## src/rtl/band_playback_ctrl.sv

```systemverilog
// band_playback_ctrl: streams signed samples for one mixer band from an
// external synchronous-read sample memory at the audio enable rate.
// Supports a programmable start/end region, loop or one-shot playback,
// pause/stop/retrigger and a per-band arithmetic attenuation shift.
//
// state  | meaning
// IDLE   | no playback, outputs muted on enable
// PLAY   | stepping through the region on each enable
// PAUSE  | position held, outputs muted on enable
// DONE   | one-shot region finished, waits for start or stop
module band_playback_ctrl #(
    parameter int DATA_WIDTH  = 16,
    parameter int MEM_DEPTH   = 4096,
    parameter int ADDR_WIDTH  = $clog2(MEM_DEPTH),
    parameter int SHIFT_WIDTH = 4
) (
    input  logic                   clk_i,
    input  logic                   rst_i,
    input  logic                   enable_i,
    input  logic                   start_i,
    input  logic                   stop_i,
    input  logic                   pause_i,
    input  logic                   loop_en_i,
    input  logic [ADDR_WIDTH-1:0]  start_addr_i,
    input  logic [ADDR_WIDTH-1:0]  end_addr_i,
    input  logic [SHIFT_WIDTH-1:0] gain_shift_i,
    output logic [ADDR_WIDTH-1:0]  mem_addr_o,
    input  logic [DATA_WIDTH-1:0]  mem_dout_i,
    output logic [DATA_WIDTH-1:0]  data_out_o,
    output logic                   valid_out_o,
    output logic                   busy_o,
    output logic                   done_o,
    output logic                   cfg_err_o
);

    typedef enum logic [1:0] {
        S_IDLE  = 2'd0,
        S_PLAY  = 2'd1,
        S_PAUSE = 2'd2,
        S_DONE  = 2'd3
    } state_t;

    localparam int unsigned LAST_ADDR = MEM_DEPTH - 1;

    state_t                  state_q, state_d;
    logic [ADDR_WIDTH-1:0]   mem_addr_q, mem_addr_d;
    logic [ADDR_WIDTH-1:0]   start_q, start_d;
    logic [ADDR_WIDTH-1:0]   end_q, end_d;
    logic                    loop_q, loop_d;
    logic                    ready_q, ready_d;
    logic [DATA_WIDTH-1:0]   data_q, data_d;
    logic                    valid_q, valid_d;
    logic                    busy_q, busy_d;
    logic                    done_q, done_d;
    logic                    cfg_err_q, cfg_err_d;

    logic                    cfg_ok;
    logic                    start_ok;
    logic                    at_end;
    logic                    advance;
    logic signed [DATA_WIDTH-1:0] shifted;

    // A start is ignored entirely when stop is asserted in the same cycle.
    assign cfg_ok   = (start_addr_i <= end_addr_i) && (32'(end_addr_i) <= LAST_ADDR);
    assign start_ok = start_i && !stop_i && cfg_ok;
    assign at_end   = (mem_addr_q == end_q);
    // Any higher-priority control in the same cycle mutes the enable.
    assign advance  = (state_q == S_PLAY) && enable_i && ready_q
                      && !stop_i && !start_i && !pause_i;
    assign shifted  = $signed(mem_dout_i) >>> gain_shift_i;

    // State register.
    always_ff @(posedge clk_i) begin
        if (rst_i) state_q <= S_IDLE;
        else       state_q <= state_d;
    end

    // Next-state decode in priority order: stop, start, pause, enable.
    always_comb begin
        state_d = state_q;
        if (stop_i) begin
            state_d = S_IDLE;
        end else if (start_i) begin
            if (cfg_ok) state_d = S_PLAY;
        end else if (state_q == S_PLAY && pause_i) begin
            state_d = S_PAUSE;
        end else if (state_q == S_PAUSE && !pause_i) begin
            state_d = S_PLAY;
        end else if (advance && at_end && !loop_q) begin
            state_d = S_DONE;
        end
    end

    // Datapath and output decode for the next cycle.
    always_comb begin
        mem_addr_d = mem_addr_q;
        start_d    = start_q;
        end_d      = end_q;
        loop_d     = loop_q;
        ready_d    = 1'b1;
        data_d     = data_q;
        valid_d    = enable_i;
        done_d     = 1'b0;
        cfg_err_d  = start_i && !stop_i && !cfg_ok;
        busy_d     = (state_d == S_PLAY) || (state_d == S_PAUSE);
        if (enable_i) data_d = '0;
        if (start_ok) begin
            start_d    = start_addr_i;
            end_d      = end_addr_i;
            loop_d     = loop_en_i;
            mem_addr_d = start_addr_i;
            ready_d    = 1'b0;
        end else if (advance) begin
            data_d  = shifted;
            ready_d = 1'b0;
            if (!at_end)     mem_addr_d = mem_addr_q + 1'b1;
            else if (loop_q) mem_addr_d = start_q;
            else             done_d     = 1'b1;
        end
    end

    // Datapath registers, cleared by reset with no drain.
    always_ff @(posedge clk_i) begin
        if (rst_i) begin
            mem_addr_q <= '0;
            start_q    <= '0;
            end_q      <= '0;
            loop_q     <= 1'b0;
            ready_q    <= 1'b0;
            data_q     <= '0;
            valid_q    <= 1'b0;
            busy_q     <= 1'b0;
            done_q     <= 1'b0;
            cfg_err_q  <= 1'b0;
        end else begin
            mem_addr_q <= mem_addr_d;
            start_q    <= start_d;
            end_q      <= end_d;
            loop_q     <= loop_d;
            ready_q    <= ready_d;
            data_q     <= data_d;
            valid_q    <= valid_d;
            busy_q     <= busy_d;
            done_q     <= done_d;
            cfg_err_q  <= cfg_err_d;
        end
    end

    assign mem_addr_o  = mem_addr_q;
    assign data_out_o  = data_q;
    assign valid_out_o = valid_q;
    assign busy_o      = busy_q;
    assign done_o      = done_q;
    assign cfg_err_o   = cfg_err_q;

endmodule

```

## config.mk

```make
export PLATFORM = sky130hd
export DESIGN_NAME = band_playback_ctrl
export DESIGN_NICKNAME = d
export VERILOG_FILES = /design/src/rtl/band_playback_ctrl.sv
export SDC_FILE = /design/constraint.sdc
export NUM_CORES = 1
export LEC_CHECK = 0
export ABC_AREA = 0
export CAP_MARGIN = 20
export CORE_UTILIZATION = 45
export DETAILED_ROUTE_END_ITERATION = 6
export PLACE_DENSITY = 0.81
export SLEW_MARGIN = 20
export SYNTH_ARGS = -nofsm -noshare
export SYNTH_HDL_FRONTEND = slang
export SYNTH_SLANG_ARGS = --single-unit
```

## constraint.sdc

```tcl
create_clock -name clk_i -period 2.7 [get_ports clk_i]
set_clock_uncertainty 0.1 [all_clocks]
set_input_delay 0.54 -clock clk_i [delete_from_list [all_inputs] [get_ports clk_i]]
set_output_delay 0.54 -clock clk_i [all_outputs]
set_load 0.1 [all_outputs]
```

Word-level counts from Yosys, hierarchy flattened
Cells that the tools add are included.
Storage, ports and cells
  register bits: 60
  input port bits: 51
  output and inout port bits: 32
Operators by class
  $add $sub $neg: 1
  $lt $le $gt $ge: 1
  eq/ne operators: 6
  shift-type cells: 1
  muxes and demuxes: 15
  bitwise logic cells: 2
  reductions and logical operators: 22
Operators with widths (number)
  $mux W12: 4
  $mux W16: 3
  $sshr A16 B4 Y16: 1
  $add A12 B1 Y12 const B: 1
  $eq A12 B12 Y1: 1
  $le A12 B12 Y1: 1
  $logic_and A1 B1 Y1: 12
  $mux W2: 6
  $logic_not A1 Y1: 5
  $eq A2 B1 Y1 const B: 2
  $eq A2 B2 Y1 const B: 2
  $reduce_or A4 Y1: 1
  $ne A3 B3 Y1 const B: 1
  $mux W1: 2
  $not A1 Y1: 2
  $reduce_and A2 Y1: 1
  $reduce_bool A2 Y1: 1
  $reduce_or A2 Y1: 1
  $logic_or A1 B1 Y1: 1

Longest topological paths before layout
  word-level depth: 15
  gate-level depth with buffers: 10

Least setup slack after synthesis
OpenSTA, ideal clock, no wires.
  path kind: register -> register
  start: register mem_addr_q[7] (netlist: mem_addr_o[7])
  end: register busy_q (netlist: busy_o)
  library setup time: 0.072 ns
  arrival: 2.446 ns
  slack: 0.082 ns
  cell stages (with the launch flop): 10
  path buffers: 3
  period minus slack after synthesis: 2.618 ns
  cell sequence: dfxtp_1 > buf_6 > xor2_1 > nor4_2 > and3_1 > buf_6 > buf_8 > nand3_4 > a221oi_2 > mux2i_1
On the way
  longest elaborated chain between the ends: 10
RTL lines
  start, declared: line 46  | logic [ADDR_WIDTH-1:0] mem_addr_q, mem_addr_d;
  start signal, assigned: line 136  | mem_addr_q <= mem_addr_d;
  $eq A12 B12 Y1 *: line 66  | assign at_end = (mem_addr_q == end_q);
  $logic_and A1 B1 Y1 * (2 in a row): line 89  | end else if (advance && at_end && !loop_q) begin
  $mux W2 *: line 89
  $mux W2 *: line 87  | end else if (state_q == S_PAUSE && !pause_i) begin
  $mux W2 *: line 85  | end else if (state_q == S_PLAY && pause_i) begin
  $mux W2 *: line 83  | end else if (start_i) begin
  $mux W2 *: line 81  | if (stop_i) begin
  $eq A2 B1 Y1 / $eq A2 B2 Y1 (equally long branches): line 105  | busy_d = (state_d == S_PLAY) || (state_d == S_PAUSE);
  $logic_or A1 B1 Y1 *: line 105
  end signal, assigned: line 143  | busy_q <= busy_d;
  end, declared: line 53  | logic busy_q, busy_d;
Every way passes the cells marked *; elsewhere a longest branch is shown, timed or not.
A chain may end at the register's enable or synchronous reset.

Worst setup path in the final report
  start: input end_addr_i[7]
  end: register mem_addr_q[6] (netlist: mem_addr_o[6])
On the way
  longest elaborated chain between the ends: 4
RTL lines
  start, declared: line 25  | input logic [ADDR_WIDTH-1:0] end_addr_i,
  $le A12 B12 Y1 *: line 64  | assign cfg_ok = (start_addr_i <= end_addr_i) && (32'(end_addr_i) <= LAST_ADDR);
  $logic_and A1 B1 Y1 *: line 65  | assign start_ok = start_i && !stop_i && cfg_ok;
  $ne A3 B3 Y1 (no line) / $reduce_bool A2 Y1 (equally long branches)
  $reduce_and A2 Y1 (no line)
Marks and branches as above.

==> impl.org <==
** Status
- The run finished with clean final reports.

** Synthesis
- In this run the biggest area consumer among cell types represents 32.6% of the synthesized area.
- Counting flops and latches in the post-synthesis netlist gives 60.
- Cell type with the largest total area after synthesis :: sky130_fd_sc_hd__dfxtp_1
- Average footprint of a synthesized cell :: 8.25 µm²
- Synthesis warning total :: 0
- Most frequently used cell type in the post-synthesis netlist :: sky130_fd_sc_hd__nand2_1
- Synth top area cells :: sky130_fd_sc_hd__dfxtp_1 33%, sky130_fd_sc_hd__mux4_2 8.0%, sky130_fd_sc_hd__nand2_1 7.5%
- When the netlist entered floorplanning its net count stood at 510.
- In the synthesized netlist, the number of instances is ~450.
- Of all flip-flops after synthesis, the portion carrying an async set or reset was 0%.
- Yosys mapped a number of flops with a built-in enable equal to 0.
- Proportion of synthesized chip area in sequential cells :: 32.6%
- After synthesis the cells add up to about 3700 µm².
- Sorting the synthesized cells by how often they occur yields 74 x sky130_fd_sc_hd__nand2_1, 60 x sky130_fd_sc_hd__dfxtp_1, 46 x sky130_fd_sc_hd__a21oi_1.
- Synth unique cells :: between 50 and 60
- Commonest register cell after synthesis :: sky130_fd_sc_hd__dfxtp_1

** Floorplan
- Measured along the y axis, the die boundary spans between 90 and 100 µm.
- The floorplan step set the die width to between 90 and 100 µm.
- slightly above 80 I/O pins were placed.
- Row generation in the floorplan step produced 32 rows.
- Area of the core :: around 7800 µm²
- The die covers about 8500 µm².
- The initial utilization of the core area, before any placement, comes to 47.1%.

** Global route
- Number of antenna violations at the first check in global routing :: 0
- Across every metal layer, demand over resource in global routing totals around 24%.
- Summed over all layers, the global routing overflow is 0.
- Pin count of the biggest net entering global routing :: 33
- The first global-routing pass estimated between 15000 and 20000 µm of wire.
- Via count of the first global-routing pass :: ~3700

** Route
- The detail route stage leaves a number of antenna-violating nets equal to 0.
- Across all layers, the routed design uses about 3700 vias.
- Drc violations :: 0
- Routed length per instance :: 15.2 µm
- The pre-antenna-repair detailed-routing pass consisted of 5 iterations.
- Iter 0 DRT Violations :: 240
- The final layout contains routed wiring with a total length of slightly above 10000 µm.
- Post-DR vias/cell :: around 5.6

** Timing
- Final critical-path required period :: between 2 and 3 ns
- At the pin with the least slew margin, the transition time is ~0.63 ns.
- Worst relative slew slack :: roughly 58%
- The number of max-slew violations in the final report is 0.
- Derived from the worst setup path, the maximum achievable clock frequency is roughly 390 MHz.
- Summed over all failing endpoints, the final setup total negative slack is 0 ns.
- Final setup violation count :: 0
- The hold violation count in the final report was 0.
- The final critical path takes up a little over nine tenths of the cycle.

** Power
- The analysis attributes to cell leakage a power of 0.00206 µW.
- Total power divided by cell area :: between 500 and 600 nW/µm²
- Largest voltage drop on the vdd net :: ~0.29 mV

** Place
- The wire-length estimate of the detail-placed layout is 7640 µm.
- Port Buffer Count :: 82
- In this run, placement finished with an instance count of approximately 650.
- After detailed placement, the total cell area comes to between 4000 and 5000 µm².
- Final estimated routing congestion in global placement :: between 0.8 and 0.9

** Clocking
- Clock-pin slew on the worst setup and hold paths :: about 0.060 ns
- H-tree depth reported by CTS :: 3
- The clock net in this run drives a total of 60 sinks.
- Cell at the root of the clock tree :: sky130_fd_sc_hd__clkbuf_8
- In this run the post-CTS setup repair buffer count came out at 0.
- CTS tree :: yes
- Counting along the longest clock path gives a buffer depth of 2.
- Clock network latency to the later pin of the worst-skew pair :: between 0.3 and 0.4 ns
- The number of clock buffers added by TritonCTS is 9.

** Critical path
- Category of the worst setup path capture point :: flop
- Setup Crit Path Kind :: primary input to flop
- STA classifies the critical path startpoint as a primary input.
- Highest-delay cell along the critical path :: sky130_fd_sc_hd__clkdlybuf4s50_1
- Critical Path Fanout Max :: 15
- CP Data Arrival Time :: around 2.7 ns
- Critical path cell sequence :: clkdlybuf4s50_1 -> inv_1 -> ha_1 -> nand4_1 -> or3_1 -> a21oi_2 -> a21o_1 -> buf_4 -> nand2_1 -> o32ai_1
- Largest incremental delay on the critical path :: 0.48 ns
- For the worst setup path, the data required time is 2.83 ns.

** Run
- Max-cap violations in this run came to 0.

** Finish
- Final instance area :: ~5000 µm²
- The finished layout holds between 600 and 700 standard cells, fillers aside.
- Relative to the synthesized area, the layout overhead comes to 36.5%.
- After the last flow step, the layout net total stands at slightly above 600.
- Final antenna diode count :: 0
- The post-route netlist has between 20 and 25% of its cells at a drive strength greater than 1.

** Worst hold path
- Hold Path Class :: flop to flop
[logic make-up after synthesis]
group,share of synthesized area (%)
buf+inv,7.48
mux,11.3
flops,32.6
fa+ha+maj,4.42
compound gates,19.7
xor+xnor,3.57
simple gates,20.9
[power breakdown]
part	internal, µW	switching, µW	leakage (µW)
clock	563	351	0.000111
combinational	292	414	0.00146
sequential	932	46.0	0.000489
total	1790	811	0.00206
[worst paths after layout]
path,from,end,slack [ns],depth (start not counted)
worst max-delay path,end_addr_i[7],mem_addr_o[6],0.11,10
worst min register to register,start_q[3],start_q[3],0.36,2
worst min-delay path,start_q[3],start_q[3],0.36,2
worst max register to register,mem_addr_o[7],mem_addr_o[6],0.40,7
[through the flow]
step | power (µW) | utilization (%) | setup slack, ns | hold WS (ns)
CTS | 2610 | 64.1 | 0.0992 | 0.352
finish | 2600 | 64.4 | 0.108 | 0.355
global placement | 1670 | 61.3 | -0.223 | 0.338
floorplan | 1450 | - | 0.0823 | 0.331
global route | 2710 | 64.4 | -0.0407 | 0.379
detailed placement | 1690 | 61.3 | -0.253 | 0.344
[layer usage]
metal  wire [µm]  track usage [%]  part of all wire, %
met5           0                0                    0
met4         282             10.4                  2.8
met3         677             6.49                  6.7
met2        5010             42.3                   50
met1        4120             28.0                   41
[registers in the layout, summed over array words and instances, names as in the netlist, 2 cells and up]
register / cells
data_out_o: 16
start_q: 12
state_q: 2
end_q: 12
mem_addr_o: 12
[final cells by class]
class,instances,area (µm²)
clock inverters,4,72.6
well taps,102,128
clock buffers,11,151
flip-flops and latches,60,1200
repair buffers,132,1150
inverters,27,101
multi-input cells,327,2220
fillers,636,2780
[critical path: cells and delay by family]
| kind | cells | cell delay, ns |
|---|---|---|
| compound gates | 3 | 0.48 |
| fa+ha+maj | 1 | 0.28 |
| buf+inv | 3 | 0.74 |
| simple gates | 3 | 0.67 |
[timing repair]
action,4_1_cts,5_1_grt
resized for setup,0,6
hold buffers,0,0
endpoints found under the setup margin,0,40
[cell usage in the layout (no fill, tap or decap), types with 13 or more instances in the layout]
master,n
sky130_fd_sc_hd__a21oi_1,45
sky130_fd_sc_hd__buf_4,79
sky130_fd_sc_hd__clkdlybuf4s50_1,49
sky130_fd_sc_hd__dfxtp_1,60
sky130_fd_sc_hd__ha_1,13
sky130_fd_sc_hd__inv_1,26
sky130_fd_sc_hd__mux4_2,13
sky130_fd_sc_hd__nand2_1,74
sky130_fd_sc_hd__nor2_1,24
sky130_fd_sc_hd__nor3_1,14
sky130_fd_sc_hd__o21ai_0,21
Note: power is estimated with default switching activity, not from simulation.
==> patch, RTL diff (same flow settings) <==
`SHIFT_WIDTH`: 4 -> 3.
--- a/src/rtl/band_playback_ctrl.sv
+++ b/src/rtl/band_playback_ctrl.sv
@@ -14,3 +14,3 @@
     parameter int ADDR_WIDTH  = $clog2(MEM_DEPTH),
-    parameter int SHIFT_WIDTH = 4
+    parameter int SHIFT_WIDTH = 3
 ) (
Interface: changed (resized gain_shift_i); port bits go from 83 to 82. No check against the original RTL was run, so the function may have changed too.
==> patch against the unedited design <==
First-iteration DRC count is 40% higher; via count is 5.2% lower; sequential power is 2.9% lower; final area is 6.9% lower; area after synthesis is 4.8% lower; register-to-register slack worse by 40 ps; sequential cell count stayed put; worst setup slack worse by 60 ps; power is 12% lower; critical path type unchanged; count of clock-buffer cells in the layout is 1 higher; routed wire length is 4.6% lower; highest routed layer unchanged; sequential share of layout area is 2.0 points higher.
==> patch: results (changes against the unedited design) <==
| Metric | Value |
|---|---|
| Count of different cell masters after synthesis | 50 (-9.1%) |
| Hold Startpoint | start_q[6]$_SDFFE_PP0P_ |
| WHS Endpoint | start_q[6]$_SDFFE_PP0P_ |
| FF-to-FF path depth | 6 (-1) |
| Critical path's largest stage delay | 560 ps (+80 ps) |
| Dpl cells | 606 (-6.5%) |
| Vias/cell | 5.72 (+1.3%) |
| R2r endpoint | mem_addr_o[11]$_SDFFE_PP0P_ |
| Final hold slack | 355 ps (-0.479 ps) |
| Reg2reg setup slack | 360 ps (-40 ps) |
| Pre-CTS setup slack | -344 ps (-91.3 ps) |
| Worst vdd ir | 0.182 mV (-37%) |
| First-pass GRT wire length | 15.8 mm (-4.0%) |
| Synthesized net count | 489 (-4.1%) |
| Post-Synth Adder-Cell Area | 4.93% (+0.51 points) |
| Outcome | complete, no violations |
| Vias in the first global route | 3438 (-5.8%) |
| Most instantiated cells after synthesis | 77 x nand2_1, 60 x dfxtp_1, 55 x a21oi_1 |
| Final Cycle Share | 98.2% (+2.2 points) |
| Reg-to-Reg Start | state_q[1]$_SDFF_PP0_ |
| Seq. pwr | 0.950 mW (-2.9%) |
| Multiplexer area fraction after synthesis | 15.0% (+3.7 points) |
| Final WL | 9.62 mm (-4.6%) |
| Synth Area in Compound Gates | 15.7% (-4.0 points) |
| Placed cell area | 0.00447 mm² (-6.6%) |
| Switching share of power | 29.5% (-1.7 points) |
| Layout filler cell count | 639 (+0.47%) |
| Initial drt markers | 337 (+40%) |
| Post-synthesis cell count | 426 (-4.5%) |
| Layout cell share with drive strength beyond 1 | 19.5% (-2.9 points) |
| Drt wl/cell | 15.5 µm (+1.8%) |
## patch: cell types whose count changed in the layout (fill, tap and decap cells not counted), moves of 6 or more
cell     unedited run  this run
nor3_1             14         4
o21ai_0            21         4
dfxtp_1            60        52
dfxtp_2             0         8
mux2i_1             9        21
nor2_1             24        35
inv_1              26        20
buf_4              79        57
a21oi_1            45        55
## patch: worst max-delay path, delay by kind of cell
family | cells | cell delay [ps]
AND/OR/NAND/NOR | 4 | 1580
buffers and inverters | 1 | 470
AO/OA/AOI/OAI | 2 | 200
## patch: timing repair
item,CTS,global route
resized for setup,0,5
hold buffers,0,0
setup buffers,0,1
setup endpoints to repair,0,14
endpoints found under the hold margin,0,0
## patch: layer usage
| metal | track usage (%) | wire length (µm) | vias up | share of wire [%] |
|---|---|---|---|---|
| met5 | 0 | 0 | - | 0 |
| li1 | - | - | 1693 | - |
| met2 | 39.8 | 4520 | 150 | 47 |
| met3 | 5.30 | 665 | 30 | 6.9 |
| met4 | 13.3 | 336 | 0 | 3.5 |
| met1 | 29.7 | 4100 | 1679 | 43 |
## patch: stage by stage
stage	power [mW]	setup TNS, ps
floorplan	1.30	0
global placement	1.49	-6660
detailed placement	1.50	-7980
CTS	2.29	0
global route	2.39	0
finish	2.29	0
## patch: kinds of logic after synthesis
group / count (synthesis)
compound gates: 91
xor+xnor: 16
fa+ha+maj: 14
buf+inv: 47
flops: 60
mux: 36
simple gates: 162
## patch: layout make-up
type                            instances  area (µm²)  area share [%]
Multi-Input combinational cell        319        2130            45.5
Sequential cell                        60        1210            25.9
Timing Repair Buffer                  108         947            20.2
Clock buffer                           12         155            3.32
Tap cell                               99         124            2.65
Inverter                               21        78.8            1.68
Clock inverter                          2        35.0           0.749
